File: src/rtl/fetch_unit.sv
// Instruction fetch stage: holds the PC, fetches over a req/ready handshake and picks next_pc at retire.
// Optional: define FETCH_RETIRE_CNT_EN to add the 32-bit retire_count output.
module fetch_unit #(
    parameter logic [31:0] RESET_PC = 32'h0000_0000
) (
    input  logic        clk,
    input  logic        reset,
    input  logic        pcsrc,
    input  logic        jump,
    input  logic [31:0] signimm,
    input  logic        stall,
    output logic        imem_req,
    output logic [31:0] imem_addr,
    input  logic [31:0] imem_rdata,
    input  logic        imem_ready,
    output logic [31:0] pc,
    output logic [31:0] pcplus4,
    output logic [31:0] instr,
    output logic [5:0]  op,
    output logic [5:0]  funct,
    output logic        instr_valid
`ifdef FETCH_RETIRE_CNT_EN
    ,
    output logic [31:0] retire_count
`endif
);

    localparam logic [1:0] IDLE  = 2'd0;
    localparam logic [1:0] FETCH = 2'd1;
    localparam logic [1:0] EXEC  = 2'd2;

    logic [1:0]  state_reg;
    logic [31:0] pc_reg;
    logic [31:0] instr_reg;
    logic [31:0] pc_next;
    logic [31:0] branch_target;
    logic [31:0] jump_target;
    logic        retire;

    assign pcplus4       = pc_reg + 32'd4;
    assign branch_target = pcplus4 + {signimm[29:0], 2'b00};
    assign jump_target   = {pcplus4[31:28], instr_reg[25:0], 2'b00};
    assign retire        = (state_reg == EXEC) && !stall;

    // Jump outranks a taken branch when the decoder raises both.
    always_comb begin
        pc_next = pcplus4;
        if (jump) begin
            pc_next = jump_target;
        end else if (pcsrc) begin
            pc_next = branch_target;
        end
    end

    always_ff @(posedge clk) begin
        if (reset) begin
            state_reg <= IDLE;
            pc_reg    <= RESET_PC;
            instr_reg <= 32'd0;
        end else begin
            case (state_reg)
                IDLE: state_reg <= FETCH;
                FETCH: begin
                    if (imem_ready) begin
                        instr_reg <= imem_rdata;
                        state_reg <= EXEC;
                    end
                end
                EXEC: begin
                    if (!stall) begin
                        pc_reg    <= pc_next;
                        state_reg <= FETCH;
                    end
                end
                default: state_reg <= IDLE;
            endcase
        end
    end

`ifdef FETCH_RETIRE_CNT_EN
    logic [31:0] retire_count_reg;

    always_ff @(posedge clk) begin
        if (reset) begin
            retire_count_reg <= 32'd0;
        end else if (retire) begin
            retire_count_reg <= retire_count_reg + 32'd1;
        end
    end

    assign retire_count = retire_count_reg;
`else
    logic unused_retire;
    assign unused_retire = retire;
`endif

    // Handshake outputs come straight from registered state only.
    assign imem_req    = (state_reg == FETCH);
    assign instr_valid = (state_reg == EXEC);
    assign imem_addr   = pc_reg;
    assign pc          = pc_reg;
    assign instr       = instr_reg;
    assign op          = instr_reg[31:26];
    assign funct       = instr_reg[5:0];

endmodule

File: config.mk
export PLATFORM = sky130hd
export DESIGN_NAME = fetch_unit
export DESIGN_NICKNAME = d
export VERILOG_FILES = /design/src/rtl/fetch_unit.sv
export SDC_FILE = /design/constraint.sdc
export NUM_CORES = 1
export LEC_CHECK = 0
export ABC_CLOCK_PERIOD_IN_PS = 3700
export CELL_PAD_IN_SITES_DETAIL_PLACEMENT = 0
export CELL_PAD_IN_SITES_GLOBAL_PLACEMENT = 1
export CORE_MARGIN = 1.5
export CORE_UTILIZATION = 28
export DETAILED_ROUTE_END_ITERATION = 8
export PLACE_DENSITY = 0.88
export SETUP_SLACK_MARGIN = 0.3
export SYNTH_ARGS = -nofsm -noshare
export SYNTH_HDL_FRONTEND = slang
export SYNTH_SLANG_ARGS = --single-unit
File: constraint.sdc
create_clock -name clk -period 3.7 [get_ports clk]
set_clock_uncertainty 0.15 [all_clocks]
set_input_delay 0.37 -clock clk [delete_from_list [all_inputs] [get_ports clk]]
set_output_delay 0.37 -clock clk [all_outputs]
set_load 0.01 [all_outputs]
== After elaboration in Yosys (flattened, before gate mapping) ==
Cells that the tools add are included.
Word-level totals
  output and inout port bits: 142
  register bits: 66
Cells by class
  equal/unequal tests: 4
  multiplexer cells: 5
  reductions and logical operators: 4
  bitwise logic cells: 1
  add/subtract/negate cells: 2
Operator list (count)
  $mux W32: 2
  $add A32 B3 Y32 const B: 1
  $add A32 B32 Y32: 1
  $pmux W2 S3: 1
  $reduce_and A2 Y1: 3
  $mux W2: 2
  $eq A2 B1 Y1 const B: 1
  $eq A2 B2 Y1 const B: 1
  $logic_not A2 Y1: 1
  $ne A2 B1 Y1 const B: 1
  $ne A2 B2 Y1 const B: 1
  $not A1 Y1: 1

== Logic depth before layout (Yosys ltp) ==
Gate-level depths: netlist of run 1.
  depth in word-level cells: 4
  depth in mapped cells: 17
  depth with buffers taken out: 16

== Worst setup path before layout of run 1 ==
OpenSTA, ideal clock, no wires.
  path kind: register to register
  start: register pc_reg[2], in the netlist imem_addr[2]
  end: register pc_reg[31], in the netlist imem_addr[31]
  slack: -0.189 ns
  library setup time: 0.115 ns
  required time: 3.435 ns
  path buffers: 1
  arrival time: 3.624 ns
  stages on the path, launching flop included: 18
  cells stage by stage: dfxtp_1 > ha_1 > nand2_1 > nor2_1 > nand3_1 > nor3_1 > xor2_1 > ha_1 > clkbuf_1 > a21o_1 > a21o_1 > a21o_1 > a21o_1 > and2b_1 > nor4_1 > a211oi_2 > xnor2_1 > o21a_1
On the way
  longest elaborated chain between the ends: 4
Ends and longest elaborated chain
  start, declared: line 33  | logic [31:0] pc_reg;
  start signal, assigned: line 71  | pc_reg <= pc_next;
  $add A32 B3 Y32: line 40  | assign pcplus4 = pc_reg + 32'd4;
  via pcplus4[22]: line 17  | output logic [31:0] pcplus4,
  $add A32 B32 Y32: line 41  | assign branch_target = pcplus4 + {signimm[29:0], 2'b00};
  $mux W32: line 50  | end else if (pcsrc) begin
  $mux W32: line 48  | if (jump) begin
The timed path passes the listed nets, and every way through them passes these cells.
A chain may end at the register's enable or synchronous reset.

== Worst setup path after layout of run 1 ==
  start: register pc_reg[5], in the netlist imem_addr[5]
  end: register pc_reg[31], in the netlist imem_addr[31]
On the way
  longest elaborated chain between the ends: 4
Ends and longest elaborated chain (line)
  $add A32 B3 Y32 *: 40
  $add A32 B32 Y32: 41
  $mux W32: 50
  $mux W32 *: 48
Every way passes the cells marked *; elsewhere a longest branch is shown, timed or not.

==> impl_table.tex, run 1 <==
\begin{tabular}{lr}
\hline
Metric & Value \\
\hline
\multicolumn{2}{l}{\textbf{Run}} \\
\quad Total of max-cap violations & 0 \\
\multicolumn{2}{l}{\textbf{Clocking}} \\
\quad Clock H-tree levels & 3 \\
\quad Total of hold buffers inserted after clock tree synthesis & 0 \\
\quad TritonCTS clock tree & built \\
\quad Buffer type at the clock tree root & clkbuf\_16 \\
\quad Worst-path clk slew & 50 ps \\
\quad Maximum count of clock buffers along a single path & 2 \\
\quad CTS buffer count & 9 \\
\quad Count of clock tree sinks & 64 \\
\quad Clock network latency to the later pin of the worst-skew pair & 330 ps \\
\multicolumn{2}{l}{\textbf{Logic synthesis}} \\
\quad Number of warnings issued by yosys & 0 \\
\quad Post-synth design cell area & 5180 um\^{}2 \\
\quad Most common flop cell mapped by yosys & dfxtp\_1 \\
\quad Share of synthesized registers carrying an async set or reset & 0\% \\
\quad Post-synthesis sequential element count & 64 \\
\quad Distinct cell type count of the synthesized netlist & 63 \\
\quad Cells after Synth & 702 \\
\quad Avg Inst Size Synth & 7.39 um\^{}2 \\
\quad Seq/Total Area, Yosys & 24.7\% \\
\quad Number of enable flip-flop cells after synthesis & 0 \\
\multicolumn{2}{l}{\textbf{Run status}} \\
\quad Violations in the final reports & DRC, setup timing \\
\quad Result of the run & finished, violations left \\
\multicolumn{2}{l}{\textbf{STA}} \\
\quad Worst rel slew slack & 55.2\% \\
\quad Timing-limited maximum frequency & 0.269 GHz \\
\quad Number of hold-slack violations in the final timing report & 0 \\
\quad Post-route minimum period & 3720 ps \\
\quad Fin. max-slew vios & 0 \\
\quad Min setup slack post-route & -21.3 ps \\
\quad RSZ-0062 raised after global routing & true \\
\quad Final count of negative-setup-slack endpoints & 1 \\
\quad Final critical-path share of the clock period & 101\% \\
\quad Actual slew at the worst max-slew pin & 672 ps \\
\multicolumn{2}{l}{\textbf{Floorplanning}} \\
\quad Area of the core & 18100 um\^{}2 \\
\quad DIE AREA & 19300 um\^{}2 \\
\quad Die width & 139 um \\
\quad Die extent in y & 139 um \\
\quad Starting density of the core & 28.7\% \\
\quad Floorplan row count & 49 \\
\quad Ports & 212 \\
\multicolumn{2}{l}{\textbf{Layout}} \\
\quad Max reg flops & 32 \\
\quad Net total in the final layout & 1038 \\
\quad Share of final-layout standard cells stronger than drive strength 1 & 20.9\% \\
\quad Synthesis-to-finish area growth & 67.0\% \\
\quad Layout Cells excl Fill & 1165 \\
\quad Count of inserted antenna diode cells & 0 \\
\multicolumn{2}{l}{\textbf{Worst setup path}} \\
\quad Cells along the critical path & and4\_4, buf\_6, nand2\_4, nor2\_4, nand4\_1, xnor2\_2, ha\_4, nand2\_4, o31a\_1, nor3\_4, o2111ai\_2, a2111oi\_4, nor4\_2, a211oi\_2, xnor2\_1, o21a\_1 \\
\quad Type of element launching the critical path & flop \\
\quad Longest individual stage delay on the worst path & 430 ps \\
\quad Type of the worst setup path & reg2reg \\
\quad Crit. End Element & flop \\
\quad Most numerous cell on the critical path & nand2\_4 \\
\quad CP Max Fanout & 4 \\
\quad Cell type of the slowest stage on the worst timing path & a2111oi\_4 \\
\quad Crit path arrival time & 3790 ps \\
\quad Worst endpoint required time & 3770 ps \\
\multicolumn{2}{l}{\textbf{Drt}} \\
\quad Detail-routed net length per standard cell & 16.9 um \\
\quad Initial DRC Count & 487 \\
\quad First-pass iteration count of the detailed router & 8 \\
\quad Via count of the routed design & 5758 \\
\quad Post-DR vias/cell & 4.94 \\
\quad Number of design rule violations left after detail routing & 7 \\
\quad Antenna-violating nets left & 0 \\
\quad Overall routed net length & 19.7 mm \\
\multicolumn{2}{l}{\textbf{Power and ir drop}} \\
\quad Power Total & 0.00212 W \\
\quad Standby leakage power & 3.56 nW \\
\quad IR Drop Worst-Case VDD & 208 uV \\
\quad Power per unit of standard cell area & 245 nW/um\^{}2 \\
\multicolumn{2}{l}{\textbf{GRT}} \\
\quad Via count of the first global-routing pass & 5324 \\
\quad Number of antenna violations at the first check in global routing & 0 \\
\quad Remaining Overflow, GRT & 0 \\
\quad Largest net degree at the start of global routing & 60 \\
\quad Global-route wire length before repair & 30.0 mm \\
\quad All-Layer GR Usage & 19.5\% \\
\multicolumn{2}{l}{\textbf{Place}} \\
\quad Routability Congestion & 0.892 \\
\quad Half-perimeter wire length of the detailed placement result & 15.1 mm \\
\quad Inst Count DP & 1136 \\
\quad Buffers on Ports & 203 \\
\multicolumn{2}{l}{\textbf{Hold path}} \\
\quad Worst hold-check path type & reg2reg \\
\hline
\end{tabular}
==> per-layer routing <==
metal	vias up	routed length, um	GRT usage (%)
li1	2873	-	-
met1	2647	9010	27.5
met2	216	9050	30.8
met3	22	1370	3.42
met4	0	270	4.59
met5	-	0	0
==> timing repair <==
| action | 4_1_cts | 5_1_grt |
|---|---|---|
| endpoints found under the setup margin | 14 | 20 |
| gates resized for setup | 15 | 52 |
| pin swaps | 18 | 16 |
| buffers inserted | 5 | 8 |
==> metrics by stage <==
stage / worst slack [ps] / TNS, ps / utilization, % / instance area [um^2] / hold slack [ps]
after floorplan: 240 / 0 / - / 5460 / 338
after global placement: 12.8 / 0 / 43.5 / 7860 / 311
after detailed placement: -57.3 / -90.7 / 43.5 / 7860 / 316
after CTS: -23.3 / -23.3 / 45.9 / 8300 / 327
after global routing: -218 / -398 / 47.9 / 8660 / 347
final: -21.3 / -21.3 / 47.9 / 8660 / 325
==> worst max-delay path, delay by kind of cell (launching register included) <==
kind	cells	cell delay (ps)
AOI/OAI and AO/OA	5	1400
and+or+nand+nor	7	930
xor gates and xnor gates	2	440
DFF	1	350
adders and majority gates	1	230
buffers and inverters	1	110
==> final timing paths <==
path / start / end / slack (ps) / cells after the start
worst max-delay path: imem_addr[5] / imem_addr[31] / -20 / 16
worst min-delay path: instr[31] / instr[31] / 320 / 2
worst max register to register: imem_addr[5] / imem_addr[31] / -20 / 16
worst min register to register: instr[31] / instr[31] / 320 / 2
==> logic make-up (layout without fill, tap and decap cells) <==
logic type / after synthesis / in the layout / synth area share [%]
DFF: 64 / 64 / 24.7
AOI/OAI and AO/OA: 185 / 185 / 22.7
and+or+nand+nor: 269 / 269 / 23.5
xor gates and xnor gates: 50 / 50 / 8.45
buffers and inverters: 89 / 318 / 10.1
adders and majority gates: 37 / 37 / 9.07
other: 1 / 6 / 0.0723
muxes: 7 / 7 / 1.35
==> area by class of cell <==
class                           instances  area, um^2
Clock buffer                           11         264
Timing Repair Buffer                  292        2710
Multi-Input combinational cell        554        3980
Tap cell                              229         287
Sequential cell                        64        1320
Fill cell                            1702        9430
Clock inverter                          5        61.3
Inverter                               10        37.5
==> cells in the mapped netlist, types with 3 or more instances <==
cell type,instances,area share (%)
a211oi_1,10,1.4
a21o_1,15,2.2
a21oi_1,81,7.8
a311oi_1,3,0.51
a31oi_1,3,0.36
and2_1,4,0.48
and3_1,8,0.97
and4_1,6,1.0
buf_2,5,0.48
buf_4,49,7.1
clkbuf_1,23,1.7
dfxtp_1,64,25
ha_1,36,8.7
inv_1,10,0.72
mux2i_1,7,1.4
nand2_1,121,8.8
nand2b_1,10,1.2
nand3_1,18,1.7
nand4_1,10,1.2
nor2_1,65,4.7
nor2b_1,4,0.48
nor3_1,9,0.87
o211ai_1,8,1.2
o21a_1,6,0.87
o21ai_0,18,1.7
o21bai_1,4,0.58
o22ai_1,3,0.36
o31ai_1,9,1.3
or3_1,4,0.48
xnor2_1,31,5.2
xor2_1,19,3.2
==> layout by cell type, fill, tap and decap left out, drive strengths merged, types with 10 or more instances in the layout <==
cell type	count
nand4	10
nand2b	10
ha	36
a211oi	11
nor3	10
o21ai	19
dfxtp	64
a21o	16
a21oi	81
buf	90
clkbuf	11
inv	11
xor2	19
xnor2	31
clkdlybuf4s50	202
nor2	65
nand2	121
nand3	18
==> power by group <==
part           total [W]  switching [W]  leakage [nW]  internal (W)
Clock           0.000902       0.000319         0.157      0.000583
Sequential      0.000733      0.0000249         0.528      0.000708
Combinational   0.000484       0.000240          2.88      0.000245
No activity file was read; power rests on OpenSTA's default activity.
==> run 2: changes to the inputs <==
--- a/config.mk
+++ b/config.mk
@@ -10,8 +10,10 @@
 export CELL_PAD_IN_SITES_GLOBAL_PLACEMENT = 1
 export CORE_MARGIN = 1.5
 export CORE_UTILIZATION = 28
+export CTS_CLUSTER_SIZE = 25
 export DETAILED_ROUTE_END_ITERATION = 8
 export PLACE_DENSITY = 0.88
+export REMOVE_ABC_BUFFERS = 1
 export SETUP_SLACK_MARGIN = 0.3
 export SYNTH_ARGS = -nofsm -noshare
 export SYNTH_HDL_FRONTEND = slang
==> run 2 against run 1 <==
The run still ends with DRC, setup timing left. Cell count increased by 2.7%. Critical path depth unchanged. Maximum frequency increased by 0.11%. Register-to-register slack about the same. Clock-buffer cell count increased by 3. Sequential share of layout area decreased by 0.43 points. Final area increased by 0.38%. Die area unchanged. Sequential power increased by 0.7%. Non-clock buffer count increased by 31. Combinational power increased by 3%. Critical path type unchanged. Clock power decreased by 1%.
==> impl_table.tex, run 2 (synthesis results as in run 1) <==
\begin{tabular}{lr}
\hline
Metric & Value \\
\hline
\multicolumn{2}{l}{\textbf{Run status}} \\
\quad Result of the run & finished, violations left \\
\quad Violations in the final reports & DRC, setup timing \\
\multicolumn{2}{l}{\textbf{Clocking}} \\
\quad Buffer type at the clock tree root & clkbuf\_16 \\
\quad Clock H-tree levels & 3 \\
\quad Count of clock tree sinks & 64 \\
\quad TritonCTS clock tree & built \\
\quad Worst-path clk slew & 60 ps \\
\quad CTS buffer count & 9 \\
\quad Clock network latency to the later pin of the worst-skew pair & 330 ps \\
\quad Maximum count of clock buffers along a single path & 2 \\
\multicolumn{2}{l}{\textbf{Floorplanning}} \\
\quad Ports & 212 \\
\quad Area of the core & 18100 um\^{}2 \\
\quad Starting density of the core & 28.7\% \\
\quad Die width & 139 um \\
\quad DIE AREA & 19300 um\^{}2 \\
\quad Die extent in y & 139 um \\
\quad Floorplan row count & 49 \\
\multicolumn{2}{l}{\textbf{GRT}} \\
\quad Remaining Overflow, GRT & 0 \\
\quad All-Layer GR Usage & 20.0\% \\
\quad Via count of the first global-routing pass & 5510 \\
\quad Number of antenna violations at the first check in global routing & 0 \\
\quad Largest net degree at the start of global routing & 60 \\
\quad Global-route wire length before repair & 30.7 mm \\
\multicolumn{2}{l}{\textbf{Worst setup path}} \\
\quad Type of element launching the critical path & flop \\
\quad Crit path arrival time & 3790 ps \\
\quad Worst endpoint required time & 3780 ps \\
\quad Reg-to-reg slack, setup & -20 ps \\
\quad CP Max Fanout & 5 \\
\quad Worst reg-to-reg path cell count & 16 \\
\quad Crit. End Element & flop \\
\quad R2r startpoint & imem\_addr[4] \\
\quad Type of the worst setup path & reg2reg \\
\quad Worst flop-to-flop path endpoint & imem\_addr[31] \\
\multicolumn{2}{l}{\textbf{Layout}} \\
\quad Net total in the final layout & 1069 \\
\quad Synthesis-to-finish area growth & 67.6\% \\
\quad Count of inserted antenna diode cells & 0 \\
\quad Share of final-layout standard cells stronger than drive strength 1 & 21.3\% \\
\quad Max reg flops & 32 \\
\quad Most common library cell in the layout ignoring fill and taps & clkdlybuf4s50\_1 \\
\quad Layout Cells excl Fill & 1196 \\
\quad Most used cells in the layout excluding fill and tap cells & 202 x clkdlybuf4s50\_1, 119 x nand2\_1, 115 x buf\_4 \\
\multicolumn{2}{l}{\textbf{Drt}} \\
\quad Overall routed net length & 20.2 mm \\
\quad Post-DR vias/cell & 4.89 \\
\quad Detail-routed net length per standard cell & 16.9 um \\
\quad Via count of the routed design & 5844 \\
\quad Initial DRC Count & 377 \\
\quad First-pass iteration count of the detailed router & 9 \\
\quad Antenna-violating nets left & 0 \\
\quad Number of design rule violations left after detail routing & 8 \\
\multicolumn{2}{l}{\textbf{Power and ir drop}} \\
\quad Sequential group share of total power & 34.7\% \\
\quad Combinational group share of total power & 23.4\% \\
\quad Power per unit of standard cell area & 245 nW/um\^{}2 \\
\quad Int Pwr & 0.00156 W \\
\quad IR Drop Worst-Case VDD & 235 uV \\
\quad Switching Share & 26.6\% \\
\quad Power Total & 0.00213 W \\
\quad Switching pwr & 0.000567 W \\
\quad Clock share of power & 41.9\% \\
\quad Standby leakage power & 3.66 nW \\
\multicolumn{2}{l}{\textbf{Hold path}} \\
\quad Worst hold-check path type & reg2reg \\
\quad Cell depth of the worst min-delay path & 2 \\
\quad Worst Hold Endpoint & instr[6] \\
\quad Worst Hold Launch & instr[6] \\
\multicolumn{2}{l}{\textbf{Place}} \\
\quad Inst Count DP & 1161 \\
\quad Placement Setup Slack & -225 ps \\
\quad Half-perimeter wire length of the detailed placement result & 15.5 mm \\
\quad Routability Congestion & 0.901 \\
\quad Buffers on Ports & 203 \\
\multicolumn{2}{l}{\textbf{STA}} \\
\quad RSZ-0062 raised after global routing & true \\
\quad Final total negative setup slack & -17.0 ps \\
\quad Worst rel slew slack & 55.2\% \\
\quad Post-route minimum period & 3720 ps \\
\quad Final critical-path share of the clock period & 100\% \\
\quad Actual slew at the worst max-slew pin & 672 ps \\
\quad Timing-limited maximum frequency & 0.269 GHz \\
\quad Min setup slack post-route & -17.0 ps \\
\quad Final count of negative-setup-slack endpoints & 1 \\
\quad Number of hold-slack violations in the final timing report & 0 \\
\quad Fin. max-slew vios & 0 \\
\multicolumn{2}{l}{\textbf{Run}} \\
\quad Total of max-cap violations & 0 \\
\hline
\end{tabular}
[run 2: worst max-delay path by stage]
| stage | slack [ps] | cells past startpoint | end | start |
|---|---|---|---|---|
| floorplan | -190 | 16 | imem_addr[31] | imem_addr[2] |
| global route | -200 | 16 | imem_addr[31] | imem_addr[4] |
| detailed placement | -220 | 17 | imem_addr[27] | imem_addr[7] |
| global placement | -50 | 17 | imem_addr[31] | imem_addr[7] |
| finish | -20 | 16 | imem_addr[31] | imem_addr[4] |
| CTS | 70 | 16 | imem_addr[31] | imem_addr[4] |
[run 2: power groups by stage]
stage / sequential [W] / combinational (W) / clock [W]
finish: 0.000738 / 0.000497 / 0.000893
global route: 0.000741 / 0.000536 / 0.000939
CTS: 0.000738 / 0.000479 / 0.000910
detailed placement: 0.000752 / 0.000459 / 0
global placement: 0.000751 / 0.000458 / 0
floorplan: 0.000764 / 0.000174 / 0
[run 2: routing by layer]
metal	vias up	share of wire, %	GRT usage (%)
li1	2939	-	-
met1	2724	47	27.1
met2	154	48	33.4
met3	27	3.7	2.07
met4	0	1.9	5.94
met5	-	0	0
[run 2: worst max-delay path: stages (launching register included)]
cell	delay, ps
dfxtp_2	320
and4_4	240
and3_4	220
nand3_4	120
nor2_2	120
xor2_1	270
ha_1	190
nand2_1	70
o31a_1	330
nor3_4	310
a31oi_4	160
a2111oi_4	450
buf_4	170
o21a_1	110
a211oi_2	60
xnor2_1	140
o21a_1	170
[run 2: stage by stage]
step | util, % | area [um^2] | hold WS [ps]
floorplan | - | 4720 | 289
global placement | 43.1 | 7790 | 306
detailed placement | 43.1 | 7790 | 307
CTS | 46.8 | 8460 | 314
global route | 48.1 | 8690 | 349
finish | 48.1 | 8690 | 313
[run 2: area by class of cell]
type,instances,area [um^2]
Clock buffer,14,284
Fill cell,1705,9390
Multi-Input combinational cell,554,3820
Sequential cell,64,1290
Tap cell,229,287
Clock inverter,2,35.0
Timing Repair Buffer,323,2950
Inverter,10,37.5
[run 2: timing repair]
action | CTS | global route
buffers inserted | 11 | 8
pin swaps | 32 | 21
gates resized for setup | 54 | 36
hold buffers | 0 | 0
endpoints found under the setup margin | 17 | 20
==> run 3: changes to the inputs <==
--- a/config.mk
+++ b/config.mk
@@ -8,12 +8,11 @@
 export ABC_CLOCK_PERIOD_IN_PS = 3700
 export CELL_PAD_IN_SITES_DETAIL_PLACEMENT = 0
 export CELL_PAD_IN_SITES_GLOBAL_PLACEMENT = 1
-export CORE_MARGIN = 1.5
+export CORE_MARGIN = 2
 export CORE_UTILIZATION = 28
 export CTS_CLUSTER_SIZE = 25
 export DETAILED_ROUTE_END_ITERATION = 8
 export PLACE_DENSITY = 0.88
-export REMOVE_ABC_BUFFERS = 1
 export SETUP_SLACK_MARGIN = 0.3
 export SYNTH_ARGS = -nofsm -noshare
 export SYNTH_HDL_FRONTEND = slang
==> run 3 against run 2 <==
The run ends with DRC left. Final area decreased by 1.8%. Critical path depth decreased by 1. Clock power decreased by 9.9%. Global-route usage decreased by 1.0 points. Sequential cell count unchanged. Register-to-register slack improved by 100 ps. Total power decreased by 5.1%. Worst hold slack improved by 8.1 ps. Clock-buffer cell count decreased by 3. Critical path type unchanged. Largest power group unchanged.
==> impl_table.tex, run 3 (synthesis results as in run 1) <==
\begin{tabular}{lr}
\hline
Metric & Value \\
\hline
\multicolumn{2}{l}{\textbf{STA}} \\
\quad Worst rel slew slack & 54.4\% \\
\quad Number of hold-slack violations in the final timing report & 0 \\
\quad Actual slew at the worst max-slew pin & 683 ps \\
\quad Post-route minimum period & 3610 ps \\
\quad Fin. max-slew vios & 0 \\
\quad RSZ-0062 raised after global routing & true \\
\quad Final count of negative-setup-slack endpoints & 0 \\
\quad Final critical-path share of the clock period & 97.7\% \\
\quad Timing-limited maximum frequency & 0.277 GHz \\
\quad Worst hold margin & 322 ps \\
\multicolumn{2}{l}{\textbf{Worst setup path}} \\
\quad Type of the worst setup path & reg2reg \\
\quad Crit path arrival time & 3680 ps \\
\quad Worst reg-to-reg path cell count & 15 \\
\quad Crit. End Element & flop \\
\quad CP Max Fanout & 5 \\
\quad Type of element launching the critical path & flop \\
\quad Worst endpoint required time & 3770 ps \\
\multicolumn{2}{l}{\textbf{Drt}} \\
\quad Initial DRC Count & 434 \\
\quad Overall routed net length & 19.6 mm \\
\quad Detail-routed net length per standard cell & 16.8 um \\
\quad Via count of the routed design & 5716 \\
\quad First-pass iteration count of the detailed router & 7 \\
\quad Post-DR vias/cell & 4.92 \\
\quad Number of design rule violations left after detail routing & 7 \\
\quad Antenna-violating nets left & 0 \\
\multicolumn{2}{l}{\textbf{Floorplanning}} \\
\quad Ports & 212 \\
\quad Area of the core & 18100 um\^{}2 \\
\quad Starting density of the core & 28.7\% \\
\quad DIE AREA & 19600 um\^{}2 \\
\quad Floorplan row count & 49 \\
\quad Die extent in y & 140 um \\
\quad Die width & 140 um \\
\multicolumn{2}{l}{\textbf{Run}} \\
\quad Total of max-cap violations & 0 \\
\multicolumn{2}{l}{\textbf{GRT}} \\
\quad Global-route wire length before repair & 29.3 mm \\
\quad Largest net degree at the start of global routing & 60 \\
\quad Remaining Overflow, GRT & 0 \\
\quad Number of antenna violations at the first check in global routing & 0 \\
\quad Via count of the first global-routing pass & 5274 \\
\quad Global-route track usage on met1 & 26.8\% \\
\quad All-Layer GR Usage & 18.9\% \\
\quad GR met2 Demand/Resource & 29.8\% \\
\quad Peak-usage layer in the global routing report & met2 \\
\quad GRT met3 Usage & 2.29\% \\
\multicolumn{2}{l}{\textbf{Clocking}} \\
\quad Buffer type at the clock tree root & clkbuf\_16 \\
\quad Clock network latency to the later pin of the worst-skew pair & 330 ps \\
\quad Total of hold buffers inserted after clock tree synthesis & 0 \\
\quad Clock H-tree levels & 3 \\
\quad Count of clock tree sinks & 64 \\
\quad Maximum count of clock buffers along a single path & 2 \\
\quad TritonCTS clock tree & built \\
\quad CTS buffer count & 9 \\
\quad Worst-path clk slew & 50 ps \\
\multicolumn{2}{l}{\textbf{Hold path}} \\
\quad Worst hold-check path type & reg2reg \\
\quad Cell depth of the worst min-delay path & 2 \\
\multicolumn{2}{l}{\textbf{Layout}} \\
\quad Most common library cell in the layout ignoring fill and taps & clkdlybuf4s50\_1 \\
\quad Net total in the final layout & 1035 \\
\quad Share of final-layout standard cells stronger than drive strength 1 & 20.3\% \\
\quad Most used cells in the layout excluding fill and tap cells & 202 x clkdlybuf4s50\_1, 117 x nand2\_1, 85 x buf\_4 \\
\quad Reg area & 1320 um\^{}2 \\
\quad Max reg flops & 32 \\
\quad Filler cells & 1756 \\
\quad Synthesis-to-finish area growth & 64.7\% \\
\quad Area of combinational cells with multiple inputs & 3940 um\^{}2 \\
\quad Count of inserted antenna diode cells & 0 \\
\quad Total non-filler cell area in the finished layout & 8540 um\^{}2 \\
\multicolumn{2}{l}{\textbf{Run status}} \\
\quad Result of the run & finished, violations left \\
\quad Violations in the final reports & DRC \\
\multicolumn{2}{l}{\textbf{Place}} \\
\quad Buffers on Ports & 203 \\
\quad Routability Congestion & 0.900 \\
\quad Cell Area, Placed & 7830 um\^{}2 \\
\quad Half-perimeter wire length of the detailed placement result & 15.3 mm \\
\multicolumn{2}{l}{\textbf{Power and ir drop}} \\
\quad IR Drop Worst-Case VDD & 220 uV \\
\quad Power per unit of standard cell area & 237 nW/um\^{}2 \\
\quad Standby leakage power & 3.50 nW \\
\hline
\end{tabular}
## run 3: cell types whose count changed in the layout (fill, tap and decap cells not counted), moves of 5 or more
cell     previous run  this run
xnor2_1            23        17
dfxtp_1            60        52
buf_4             115        85
xnor2_2             7        14
dfxtp_4             0         9
nor2_2              6         1
## run 3: worst paths after layout
kind	endpoint	start	slack [ps]
setup reg to reg	imem_addr[31]	imem_addr[6]	90
hold reg to reg	instr[30]	instr[30]	320
setup / recovery	imem_addr[31]	imem_addr[6]	90
hold / removal	instr[30]	instr[30]	320
## run 3: area by class of cell
class,instances,area share [%]
Multi-Input combinational cell,554,46.1
Timing Repair Buffer,289,31.3
Sequential cell,64,15.4
Tap cell,229,3.36
Clock buffer,11,2.73
Clock inverter,5,0.557
Inverter,10,0.440
## run 3: critical path: stages (launching register included)
cell	delay (ps)
dfxtp_4	340
and4_4	240
and3_4	210
nand3_4	130
nor2_1	140
buf_4	160
xor2_1	290
ha_1	360
a21o_1	190
a21o_1	180
a21o_1	170
and2b_1	180
o21a_1	180
a211oi_2	280
xnor2_1	120
o21a_1	170
## run 3: per-stage QoR
step | worst slack (ps) | power, W | utilization, % | TNS, ps | instances
CTS | 65.4 | 0.00202 | 45.5 | 0 | 1153
detailed placement | -41.0 | 0.00120 | 43.3 | -41.0 | 1134
floorplan | 240 | 0.000980 | - | 0 | 707
global placement | 7.57 | 0.00120 | 43.3 | 0 | 1134
finish | 85.3 | 0.00202 | 47.2 | 0 | 1162
global route | -32.0 | 0.00211 | 47.2 | -44.6 | 1162
## run 3: timing repair
action,4_1_cts,5_1_grt
setup endpoints to repair,14,16
resized for setup,18,47
setup buffers,3,9
hold endpoints to repair,0,0
pin swaps,13,32
## run 3: report_power, final
group / internal, W / total, W / switching, W
registers: 0.000708 / 0.000733 / 0.0000246
clock network: 0.000514 / 0.000805 / 0.000291
logic: 0.000242 / 0.000483 / 0.000240
total: 0.00146 / 0.00202 / 0.000556
## run 3: per-layer routing
layer  wire length, um  vias up
met3              1210       33
li1                  -     2871
met4               512        0
met5                 0        -
met2              8740      196
met1              9120     2616
